<file path="src/rtl/nn_pkg.sv">
// Shared constants, layer codes and per-layer geometry for the pooling engine.
// No logic, no latency; constants only.
// No flow control here.
package nn_pkg;

    localparam int DAT_W = 22;

    localparam logic [3:0] ST_POOL1 = 4'b0011;
    localparam logic [3:0] ST_POOL2 = 4'b0101;
    localparam logic [3:0] ST_POOL3 = 4'b0111;

    typedef enum logic [1:0] {
        S_IDLE  = 2'd0,
        S_RUN   = 2'd1,
        S_DRAIN = 2'd2
    } pool_state_t;

    // Last valid index in each dimension of the pooled output (H == W).
    typedef struct packed {
        logic [5:0] h_last;
        logic [5:0] c_last;
    } pool_dims_t;

    function automatic logic pool_supported(input logic [3:0] code);
        return (code == ST_POOL1) || (code == ST_POOL2) || (code == ST_POOL3);
    endfunction

    function automatic pool_dims_t pool_dims(input logic [3:0] code);
        pool_dims_t d;
        d = '0;
        case (code)
            ST_POOL1: begin d.h_last = 6'd15; d.c_last = 6'd15; end
            ST_POOL2: begin d.h_last = 6'd7;  d.c_last = 6'd31; end
            ST_POOL3: begin d.h_last = 6'd3;  d.c_last = 6'd63; end
            default:  d = '0;
        endcase
        return d;
    endfunction

endpackage

</file>
<file path="src/rtl/pool_max4.sv">
// Signed 4-input max; ReLU is fused after the max when POOL_RELU_EN is defined.
// Purely combinational, zero latency.
// No flow control; the engine qualifies the result.
module pool_max4 #(
    parameter int DAT_W = nn_pkg::DAT_W
) (
    input  logic signed [DAT_W-1:0] a,
    input  logic signed [DAT_W-1:0] b,
    input  logic signed [DAT_W-1:0] c,
    input  logic signed [DAT_W-1:0] d,
    output logic signed [DAT_W-1:0] y
);

    logic signed [DAT_W-1:0] max_ab;
    logic signed [DAT_W-1:0] max_cd;
    logic signed [DAT_W-1:0] max_all;

    assign max_ab  = (a > b) ? a : b;
    assign max_cd  = (c > d) ? c : d;
    assign max_all = (max_ab > max_cd) ? max_ab : max_cd;

`ifdef POOL_RELU_EN
    assign y = max_all[DAT_W-1] ? '0 : max_all;
`else
    assign y = max_all;
`endif

endmodule

</file>
<file path="src/rtl/pool_engine.sv">
// 2x2/stride-2 max-pool sequencer: row-pair reads from the pool buffer, one write per window.
// Latency: first write 4 cycles after start; done 1 cycle after the last write. POOL_RELU_EN fuses ReLU.
// No backpressure: buffers are always ready; one window issued every 2 cycles.
module pool_engine
    import nn_pkg::*;
(
    input  logic                 clk,
    input  logic                 rst_n,
    input  logic                 start,
    input  logic [3:0]           layer,
    output logic                 busy,
    output logic                 done,
    output logic                 rd_en,
    output logic [5:0]           rd_y,
    output logic [5:0]           rd_x,
    output logic [5:0]           rd_c,
    output logic                 rd_updown,
    input  logic [2*DAT_W-1:0]   rd_data,
    output logic                 wr_en,
    output logic [5:0]           wr_y,
    output logic [5:0]           wr_x,
    output logic [5:0]           wr_c,
    output logic [DAT_W-1:0]     wr_data
);

    pool_state_t state, state_nxt;
    logic [3:0]  layer_q, layer_nxt;
    logic        busy_nxt, done_nxt, rd_en_nxt, updown_nxt;
    logic [5:0]  y_nxt, x_nxt, c_nxt;
    pool_dims_t  dims;
    logic        last_win;

    assign dims     = pool_dims(layer_q);
    assign last_win = (rd_y == dims.h_last) && (rd_x == dims.h_last) && (rd_c == dims.c_last);

    always_ff @(posedge clk or negedge rst_n) begin
        if (!rst_n) begin
            state     <= S_IDLE;
            layer_q   <= '0;
            busy      <= 1'b0;
            done      <= 1'b0;
            rd_en     <= 1'b0;
            rd_updown <= 1'b0;
            rd_y      <= '0;
            rd_x      <= '0;
            rd_c      <= '0;
        end else begin
            state     <= state_nxt;
            layer_q   <= layer_nxt;
            busy      <= busy_nxt;
            done      <= done_nxt;
            rd_en     <= rd_en_nxt;
            rd_updown <= updown_nxt;
            rd_y      <= y_nxt;
            rd_x      <= x_nxt;
            rd_c      <= c_nxt;
        end
    end

    always_comb begin
        state_nxt  = state;
        layer_nxt  = layer_q;
        busy_nxt   = busy;
        done_nxt   = 1'b0;
        rd_en_nxt  = 1'b0;
        updown_nxt = 1'b0;
        y_nxt      = rd_y;
        x_nxt      = rd_x;
        c_nxt      = rd_c;
        case (state)
            S_IDLE: begin
                if (start) begin
                    if (pool_supported(layer)) begin
                        state_nxt = S_RUN;
                        layer_nxt = layer;
                        busy_nxt  = 1'b1;
                        rd_en_nxt = 1'b1;
                        y_nxt     = '0;
                        x_nxt     = '0;
                        c_nxt     = '0;
                    end else begin
                        done_nxt = 1'b1;
                    end
                end
            end
            S_RUN: begin
                rd_en_nxt = 1'b1;
                if (!rd_updown) begin
                    updown_nxt = 1'b1;
                end else if (last_win) begin
                    state_nxt = S_DRAIN;
                    rd_en_nxt = 1'b0;
                end else if (rd_x != dims.h_last) begin
                    x_nxt = rd_x + 6'd1;
                end else begin
                    x_nxt = '0;
                    if (rd_y != dims.h_last) begin
                        y_nxt = rd_y + 6'd1;
                    end else begin
                        y_nxt = '0;
                        c_nxt = rd_c + 6'd1;
                    end
                end
            end
            S_DRAIN: begin
                // The first DRAIN cycle never carries a write (it follows an A read),
                // so the first wr_en seen here is the final window.
                if (wr_en) begin
                    state_nxt = S_IDLE;
                    busy_nxt  = 1'b0;
                    done_nxt  = 1'b1;
                end
            end
            default: begin
                state_nxt = S_IDLE;
                busy_nxt  = 1'b0;
            end
        endcase
    end

    logic               a_vld_d, b_vld_d;
    logic [5:0]         y_d, x_d, c_d;
    logic [2*DAT_W-1:0] upper_q;
    logic [DAT_W-1:0]   max_w;

    pool_max4 #(.DAT_W(DAT_W)) u_max4 (
        .a (upper_q[DAT_W-1:0]),
        .b (upper_q[2*DAT_W-1:DAT_W]),
        .c (rd_data[DAT_W-1:0]),
        .d (rd_data[2*DAT_W-1:DAT_W]),
        .y (max_w)
    );

    // Read data lags the request by one cycle, so qualifiers and coordinates follow it.
    always_ff @(posedge clk or negedge rst_n) begin
        if (!rst_n) begin
            a_vld_d <= 1'b0;
            b_vld_d <= 1'b0;
            y_d     <= '0;
            x_d     <= '0;
            c_d     <= '0;
            upper_q <= '0;
            wr_en   <= 1'b0;
            wr_y    <= '0;
            wr_x    <= '0;
            wr_c    <= '0;
            wr_data <= '0;
        end else begin
            a_vld_d <= rd_en & ~rd_updown;
            b_vld_d <= rd_en & rd_updown;
            y_d     <= rd_y;
            x_d     <= rd_x;
            c_d     <= rd_c;
            wr_en   <= b_vld_d;
            if (a_vld_d) begin
                upper_q <= rd_data;
            end
            if (b_vld_d) begin
                wr_y    <= y_d;
                wr_x    <= x_d;
                wr_c    <= c_d;
                wr_data <= max_w;
            end
        end
    end

endmodule

</file>
<file path="config.mk">
export PLATFORM = sky130hd
export DESIGN_NAME = pool_engine
export DESIGN_NICKNAME = d
export VERILOG_FILES = /design/src/rtl/nn_pkg.sv /design/src/rtl/pool_max4.sv /design/src/rtl/pool_engine.sv
export SDC_FILE = /design/constraint.sdc
export NUM_CORES = 1
export LEC_CHECK = 0
export CORE_MARGIN = 8
export CORE_UTILIZATION = 52
export CTS_BUF_LIST = sky130_fd_sc_hd__clkbuf_2
export CTS_CLUSTER_DIAMETER = 50
export DETAILED_ROUTE_END_ITERATION = 7
export GPL_TIMING_DRIVEN = 1
export PLACE_DENSITY = 0.79
export REMOVE_ABC_BUFFERS = 1
export SYNTH_ARGS = -nofsm -noshare
export SYNTH_HDL_FRONTEND = slang
export SYNTH_SLANG_ARGS = --single-unit
</file>
<file path="constraint.sdc">
create_clock -name clk -period 4 [get_ports clk]
set_input_delay 0.8 -clock clk [delete_from_list [all_inputs] [get_ports clk]]
set_output_delay 0.8 -clock clk [all_outputs]
set_load 0.03 [all_outputs]
</file>
== Word level (Yosys, flattened, before mapping) ==
Index checks and enable logic that the tools add are counted.
Storage, ports and cells
  output and inout port bits: 63
  word-level logic and storage cells: 104
  bits of input ports: 51
  bits in registers: 133
Operators by class
  mux-type cells: 41
  magnitude comparators: 3
  reductions and logical operators: 12
  bitwise logic cells: 4
  add/sub/neg operators: 3
  eq/ne operators: 21
Operators with widths (count)
  $mux 6: 13
  $gt 22x22->1: 3
  $mux 22: 3
  $pmux 6 s2: 3
  $pmux 10 s3: 1
  $add 6x1->6 const B: 3
  $eq 6x6->1: 3
  $eq 4x3->1 const B: 4
  $ne 2x2->1 const B: 8
  $mux 1: 12
  $ne 6x6->1: 2
  $mux 2: 5
  $reduce_and 5->1: 2
  $eq 4x2->1 const B: 2
  $reduce_and 7->1: 1
  $pmux 2 s3: 1
  $reduce_and 6->1: 1
  $pmux 1 s2: 2
  $reduce_and 4->1: 1
  $pmux 1 s3: 1
  $reduce_and 3->1: 1
  $and 1x1->1: 2
  $eq 2x1->1 const B: 1
  $eq 2x2->1 const B: 1
  5 further kinds: 8

== Longest topological paths before layout ==
Gate-level depths: netlist of run 1.
  depth in word-level cells: 8
  mapped depth: 20
  gate-level depth less buffers: 17

== Hierarchy ==
From an unflattened synthesis of run 1, not the netlist that was laid out.
Second synthesis, totals
  cell total of the unflattened synthesis: 942
  area, all modules: 8916.1 sq um
By module, submodules not included
  pool_engine: times used 1, seq. area each 3328.2 sq um, cells each 382, area each 5260.0 sq um
  pool_max4: times used 1, seq. area each 0.0 sq um, cells each 560, area each 3656.0 sq um

== Worst setup path after synthesis of run 1 ==
OpenSTA, ideal clock, no wires.
  kind: input to register
  start point: in rd_data[35]
  end point: reg wr_data[0]
  path slack: -337 ps
  data required time: 3854 ps
  arrival: 4191 ps
  buffers on the path: 2
  stages on the path: 18
  setup time: 146 ps
  cells stage by stage: inv_1 ha_1 a21oi_1 o21ai_0 a311oi_1 nor2_1 a211oi_4 buf_6 mux2i_1 ha_1 a21oi_1 o21ai_0 a221oi_1 o211ai_1 mux2i_1 or2_0 clkbuf_1 o221ai_1
Between the ends
  cells in the longest elaborated chain, start to end: 4
RTL lines
  start: declaration: line pool_engine.sv:18  | input logic [2*DAT_W-1:0] rd_data,
  $gt 22x22->1: line pool_max4.sv:19  | assign max_cd = (c > d) ? c : d;
  $mux 22 (*): line pool_max4.sv:19
  $gt 22x22->1: line pool_max4.sv:20  | assign max_all = (max_ab > max_cd) ? max_ab : max_cd;
  $mux 22 (*): line pool_max4.sv:20
  end signal: assignment: line pool_engine.sv:162  | wr_data <= max_w;
  end: declaration: line pool_engine.sv:23  | output logic [DAT_W-1:0] wr_data
Mark *: on every way between the ends. The rest lies on a longest branch, timed or not.
A chain may end at the register's enable or synchronous reset.

== Final worst setup path of run 1 ==
  start point: reg upper_q[20]
  end point: reg wr_data[13]
Between the ends
  cells in the longest elaborated chain, start to end: 4
RTL lines
  start: declaration: line pool_engine.sv:123  | logic [2*DAT_W-1:0] upper_q;
  start signal: assignment: line pool_engine.sv:156  | upper_q <= rd_data;
  $gt 22x22->1: line pool_max4.sv:18  | assign max_ab = (a > b) ? a : b;
  $mux 22 (*): line pool_max4.sv:18
  $gt 22x22->1: line pool_max4.sv:20
  $mux 22 (*): line pool_max4.sv:20
Marked as above.

==> results of run 1 <==
-- final cells by class --
type                    count  share of cell area
multi-input cells         637               0.444
flip-flops and latches    133               0.269
repair buffers            308               0.225
inverters                  82              0.0248
well taps                 216              0.0218
clock inverters            14             0.00868
clock buffers              18             0.00727
-- how the worst max path moves through the flow --
| stage | endpoint | slack, ps |
|---|---|---|
| final | wr_data[13] | -950 |
| after global routing | wr_data[13] | -950 |
| after global placement | wr_data[16] | -1820 |
| after floorplan | wr_data[0] | -2060 |
| after detailed placement | wr_data[10] | -2010 |
| after CTS | wr_data[5] | -160 |
-- cell usage in the layout, fill, tap and decap left out, types with 4 or more instances in the layout --
cell type        instances
a21o_1                   4
a21oi_1                 27
a21oi_2                  6
and2_1                   5
and4_4                   7
buf_12                   9
buf_4                  168
buf_6                   14
clkbuf_2                18
clkdlybuf4s50_1         82
clkinv_4                 5
clkinvlp_4               4
dfrtp_1                132
dlygate4sd2_1           30
ha_1                    46
ha_4                    23
inv_1                   69
inv_2                   12
mux2_2                  42
mux2i_1                 13
mux2i_2                  6
mux2i_4                  7
nand2_1                 79
nand2b_1                 6
nand3_1                 36
nand4_1                 54
nor2_1                  41
nor3_1                   5
nor3_2                  21
o21ai_0                 56
o21ai_1                  6
o221ai_2                17
o22ai_1                 22
o31ai_1                 10
o31ai_2                 14
o31ai_4                  5
or4_1                    5
xnor2_1                  6
-- metal layers --
layer  GRT usage  wire, um  vias up
met5           0        26        -
met3      0.0735      4080      305
li1            -         -     3872
met2       0.468     15700      849
met4       0.181      2900        4
met1       0.323     11700     4409
-- synth_stat cells (all sizes together), types with 2 or more instances --
master	count	area share
xnor2	6	0.0063
nand4	57	0.045
ha	69	0.10
or2	4	0.0030
buf	12	0.0090
dfrtp	133	0.40
mux2	42	0.056
nor4	5	0.0045
a2111oi	2	0.0028
inv	81	0.036
o21ai	65	0.039
mux2i	26	0.031
o221ai	22	0.023
o21bai	2	0.0031
a21oi	35	0.021
and2	6	0.0045
o211ai	3	0.0027
a22o	2	0.0021
and4	8	0.0084
nand2b	7	0.0061
o31ai	29	0.027
nand2	82	0.037
or4	5	0.0045
nor2	43	0.020
a21boi	3	0.0027
nor3	27	0.016
nor2b	2	0.0015
a211oi	3	0.0042
a21o	4	0.0036
clkbuf	42	0.019
o22ai	22	0.016
nand3	38	0.023
-- critical path: stages (launching register included) --
cell and delay (ps):
dfrtp_1 490, ha_4 310, nand4_4 160, nor4_4 380, buf_4 220, o31ai_4 140
buf_4 210, nand4_1 110, o21ai_0 160, nor3_2 280, inv_1 120, ha_1 470
and4_4 300, and4_4 230, o31ai_2 70, o211ai_1 120, mux2i_1 330, nand2_2 190
buf_6 190, o221ai_2 320
-- stage by stage --
step / instances / setup TNS, ps / util
after CTS: 1400 / -2930 / 0.749
after global routing: 1408 / -17440 / 0.783
after global placement: 1347 / -39580 / 0.687
after floorplan: 852 / -45260 / -
after detailed placement: 1347 / -43550 / 0.687
final: 1408 / -17260 / 0.783
-- logic make-up (layout without fill, tap and decap cells) --
kind of cell	Yosys count	count (layout)
adders and majority gates	69	69
xor gates and xnor gates	6	6
muxes	68	68
and+or+nand+nor	290	290
AOI/OAI and AO/OA	204	204
DFF	133	133
buffers and inverters	136	422
-- flip-flops by register name (all words and copies together) (netlist names), 4 cells and up --
register / cells
rd_c: 6
wr_x: 6
upper_q: 44
c_d: 6
x_d: 6
wr_y: 6
rd_y: 6
rd_x: 6
wr_c: 6
y_d: 6
wr_data: 22
layer_q: 4
-- timing repair --
item / in CTS / in global routing
pin swaps: 29 / 37
resized for setup: 140 / 90
setup buffers: 18 / 8
hold buffers: 0 / 0
cloned: 3 / 2
endpoints found under the setup margin: 22 / 22
==> flow_summary.ini, run 1 <==
[clock_tree]
clock-root-buffer = clkbuf_2
cts_buffers = 17
clock_path_buffers = 2
h-tree-depth = 4
cts_tree = done
clk_pin_slew_ps = 240
clk_latency_ps = 760
cts.sinks = 133

[sta]
period_needed_ps = 4950
rsz0062_at_grt = yes
period_share = 1.24
fin_ws_ps = -948
finalSetupViolations = 22
fmax_mhz = 202
whs_ps = 90.6
worst_slew_pin_slew_ps = 998
finalHoldViolations = 0
slew_headroom = 0.335
drv_slew = 0
skew_ps = 30.6

[critical_path]
crit_path_end_kind = flop
reg2regPathDepth = 19
required_ps = 4620
r2r-end = wr_data[13]
rrSetupSlack_ps = -950
path_max_fanout = 10
r2r-start = upper_q[20]
startpoint = upper_q[20]
cp-start-kind = flop
path_class = flop to flop
crit_arrival_ps = 5570

[routing]
wl_um = 34400
wl_per_cell_um = 24.4
first_pass_iters = 6
vias = 9439
drtIter0Drc = 1067
avgViaCountPerCell = 6.70
drc = 0
ant_nets = 0

[global_routing]
grt_pass1_vias = 8932
grt_max_degree = 106
antenna_found_initial = 2
grt_pass1_wl_um = 45400
grt.overflow.total = 0
grt_usage = 0.284

[final_layout]
diodes = 0
drive_gt1_frac = 0.360
seq_area_mm2 = 0.00333
finalNetCount = 1299
multi_input_area_mm2 = 0.00550
area_growth_pct = 48.0
final_cell_area_mm2 = 0.0124
fillers = 883

[synthesis]
ys_seq_area_frac = 0.397
synth_compound_area_frac = 0.163
synth_mux_area_frac = 0.0875
synthArstFlopShare = 1.00
synthFlopType = dfrtp_1
yosysWarnings = 0
synth-simple-area-share = 0.179
synthDistinctLibCells = 63
syn_inst = 906
synth_top_family_by_area = simple AND/OR/NAND/NOR gates
syn_area_mm2 = 0.00838
synth_adder_area_share = 0.103
synth.avg_cell_area_um2 = 9.25
synth_xor_area_frac = 0.00627
synth_seq_cells = 133
synth_edf_count = 0

[placed_design]
hpwl_um = 18800
pre_cts_slack_ps = -2010
place_congestion = 0.902
port_buffers = 113
place_area_mm2 = 0.0109

[status]
violations = setup timing
status = finished, violations left

[floorplan]
die_h_um = 143
core_mm2 = 0.0158
ios = 114
die_w_um = 143
die-area_mm2 = 0.0204
initial_core_util = 0.529
row_count = 46

[run]
cap_viol_max_count = 0

[min_path]
hold_class = input pin to asynchronous set/reset pin
Power of run 1 is left out: the tool's default activity adds up to more than one toggle a clock period on the data nets, which glitch-free logic cannot reach.
==> run 2: changes to the inputs <==
CORE_MARGIN = not set   (was 8)
REMOVE_ABC_BUFFERS = not set   (was 1)
==> run 2 against run 1 <==
The flow still finishes with violations (setup timing). Routed wire length is 11% lower. Sequential share of layout area is 0.33 points lower. Register-to-register slack better by 370 ps. Fmax is 8.0% higher. Clock skew is 23 ps higher. Via count is 3.2% lower. Largest cell class unchanged.
==> flow_summary.ini, run 2 (synthesis results as in run 1) <==
[final_layout]
top_regs = upper_q x44, wr_data x22
finalNetCount = 1313
largest_reg_flops = 44
layout_common_cells = buf_4 (182), dfrtp_1 (132), nand2_1 (80), clkdlybuf4s50_1 (77), o21ai_0 (62)
final_common_cell = buf_4
area_growth_pct = 49.8
top_register = upper_q
final_cell_area_mm2 = 0.0125
final_cells = 1422
drive_gt1_frac = 0.368
utilization = 0.793

[status]
violations = setup timing
status = finished, violations left

[clock_tree]
h-tree-depth = 4
cts.sinks = 133
clock_path_buffers = 2
cts_tree = done
cts_buffers = 17
clock-root-buffer = clkbuf_2
cts_hold_buf = 0
clk_latency_ps = 790
clk_pin_slew_ps = 260

[critical_path]
crit_arrival_ps = 5280
cp-start-kind = flop
crit_path_end_kind = flop
path_class = flop to flop
r2r-end = wr_data[5]
reg2regPathDepth = 20
required_ps = 4700
rrSetupSlack_ps = -580
path_max_fanout = 19
r2r-start = upper_q[33]

[power_and_ir_drop]
p_leak_nw = 5.61
finalPower_mw = 13.0
p_per_area_mw_per_mm2 = 1040
vdd_drop_max_mv = 0.601

[placed_design]
post-place-cells = 1362
pre_cts_slack_ps = -1310
place_congestion = 0.911
port_buffers = 113
hpwl_um = 18200
place_area_mm2 = 0.0113

[sta]
rsz0062_at_grt = yes
setup_tns_ps = -12060
finalHoldViolations = 0
drv_slew = 0
worst_slew_pin_slew_ps = 955
period_needed_ps = 4580
slew_headroom = 0.363
finalSetupViolations = 22
whs_ps = 59.7
skew_ps = 54.1
period_share = 1.15
fmax_mhz = 218
fin_ws_ps = -581

[routing]
ant_nets = 0
wl_um = 30600
first_pass_iters = 7
vias = 9138
wl_per_cell_um = 21.5
drtIter0Drc = 1457
drc = 0
avgViaCountPerCell = 6.43

[floorplan]
ios = 114
core_mm2 = 0.0158
initial_core_util = 0.529
die-area_mm2 = 0.0166
die_w_um = 129
row_count = 46
die_h_um = 129

[global_routing]
met3_usage = 0.0778
grtUsageMet2 = 0.552
grt_usage = 0.333
grt_pass1_wl_um = 42800
grt_pass1_vias = 8692
grt.overflow.total = 0
antenna_found_initial = 1
busiest_layer = met2
grt_max_degree = 104
met1_usage = 0.403

[synthesis]
syn_nets = 1026

[run]
cap_viol_max_count = 0

[min_path]
hold_class = input pin to asynchronous set/reset pin
## run 2: changes by cell type in the layout (fill, tap and decap cells not counted), moves of 7 or more
cell	before	now
inv_1	69	61
o31ai_1	10	23
o31ai_2	14	5
ha_1	46	39
ha_4	23	30
buf_4	168	182
## run 2: where the power goes
part | internal [mW] | total (mW) | switching, mW | leakage [nW]
Sequential | 1.86 | 2.35 | 0.485 | 1.68
Combinational | 4.43 | 9.75 | 5.32 | 3.78
Clock | 0.305 | 0.898 | 0.594 | 0.146
## run 2: worst max-delay path by stage
stage / slack [ps] / cells after the start / end / start
4_1_cts: -90 / 19 / wr_data[4] / upper_q[20]
6_report: -580 / 20 / wr_data[5] / upper_q[33]
3_5_place_dp: -1310 / 22 / wr_data[14] / rd_data[42]
3_3_place_gp: -1090 / 22 / wr_data[15] / rd_data[42]
2_1_floorplan: -150 / 17 / wr_data[10] / rd_data[42]
5_1_grt: -740 / 20 / wr_data[5] / upper_q[33]
## run 2: layer usage
layer / wire [um] / vias to the layer above / part of all wire
met3: 2860 / 217 / 0.093
met2: 14400 / 644 / 0.47
met5: 0 / - / 0
met4: 2010 / 0 / 0.065
met1: 11400 / 4382 / 0.37
li1: - / 3895 / -
## run 2: layout make-up
type / count / area, um^2
fillers: 869 / 3280
flip-flops and latches: 133 / 3330
inverters: 82 / 330
repair buffers: 322 / 2910
clock inverters: 14 / 164
diodes: 1 / 2.50
multi-input cells: 637 / 5460
clock buffers: 17 / 85.1
well taps: 216 / 270
## run 2: timing repair
action,4_1_cts,5_1_grt
endpoints found under the setup margin,22,22
gates resized for setup,121,49
pin swaps,18,15
buffers inserted,16,7
cloned,1,4
## run 2: critical path, stage by stage (launching register included)
cell and delay (ps):
dfrtp_1 400, inv_1 60, ha_1 320, nand4_1 260, nor4_2 280, buf_4 190
nand2_2 100, buf_8 180, nand3_1 140, o21ai_0 120, nor3_2 290, inv_1 90
ha_1 320, a21oi_2 150, o21ai_2 90, a221oi_4 440, o211ai_1 210, mux2i_1 270
nand2_2 170, buf_12 200, o221ai_2 190
Note: power is estimated with default switching activity, not from simulation.
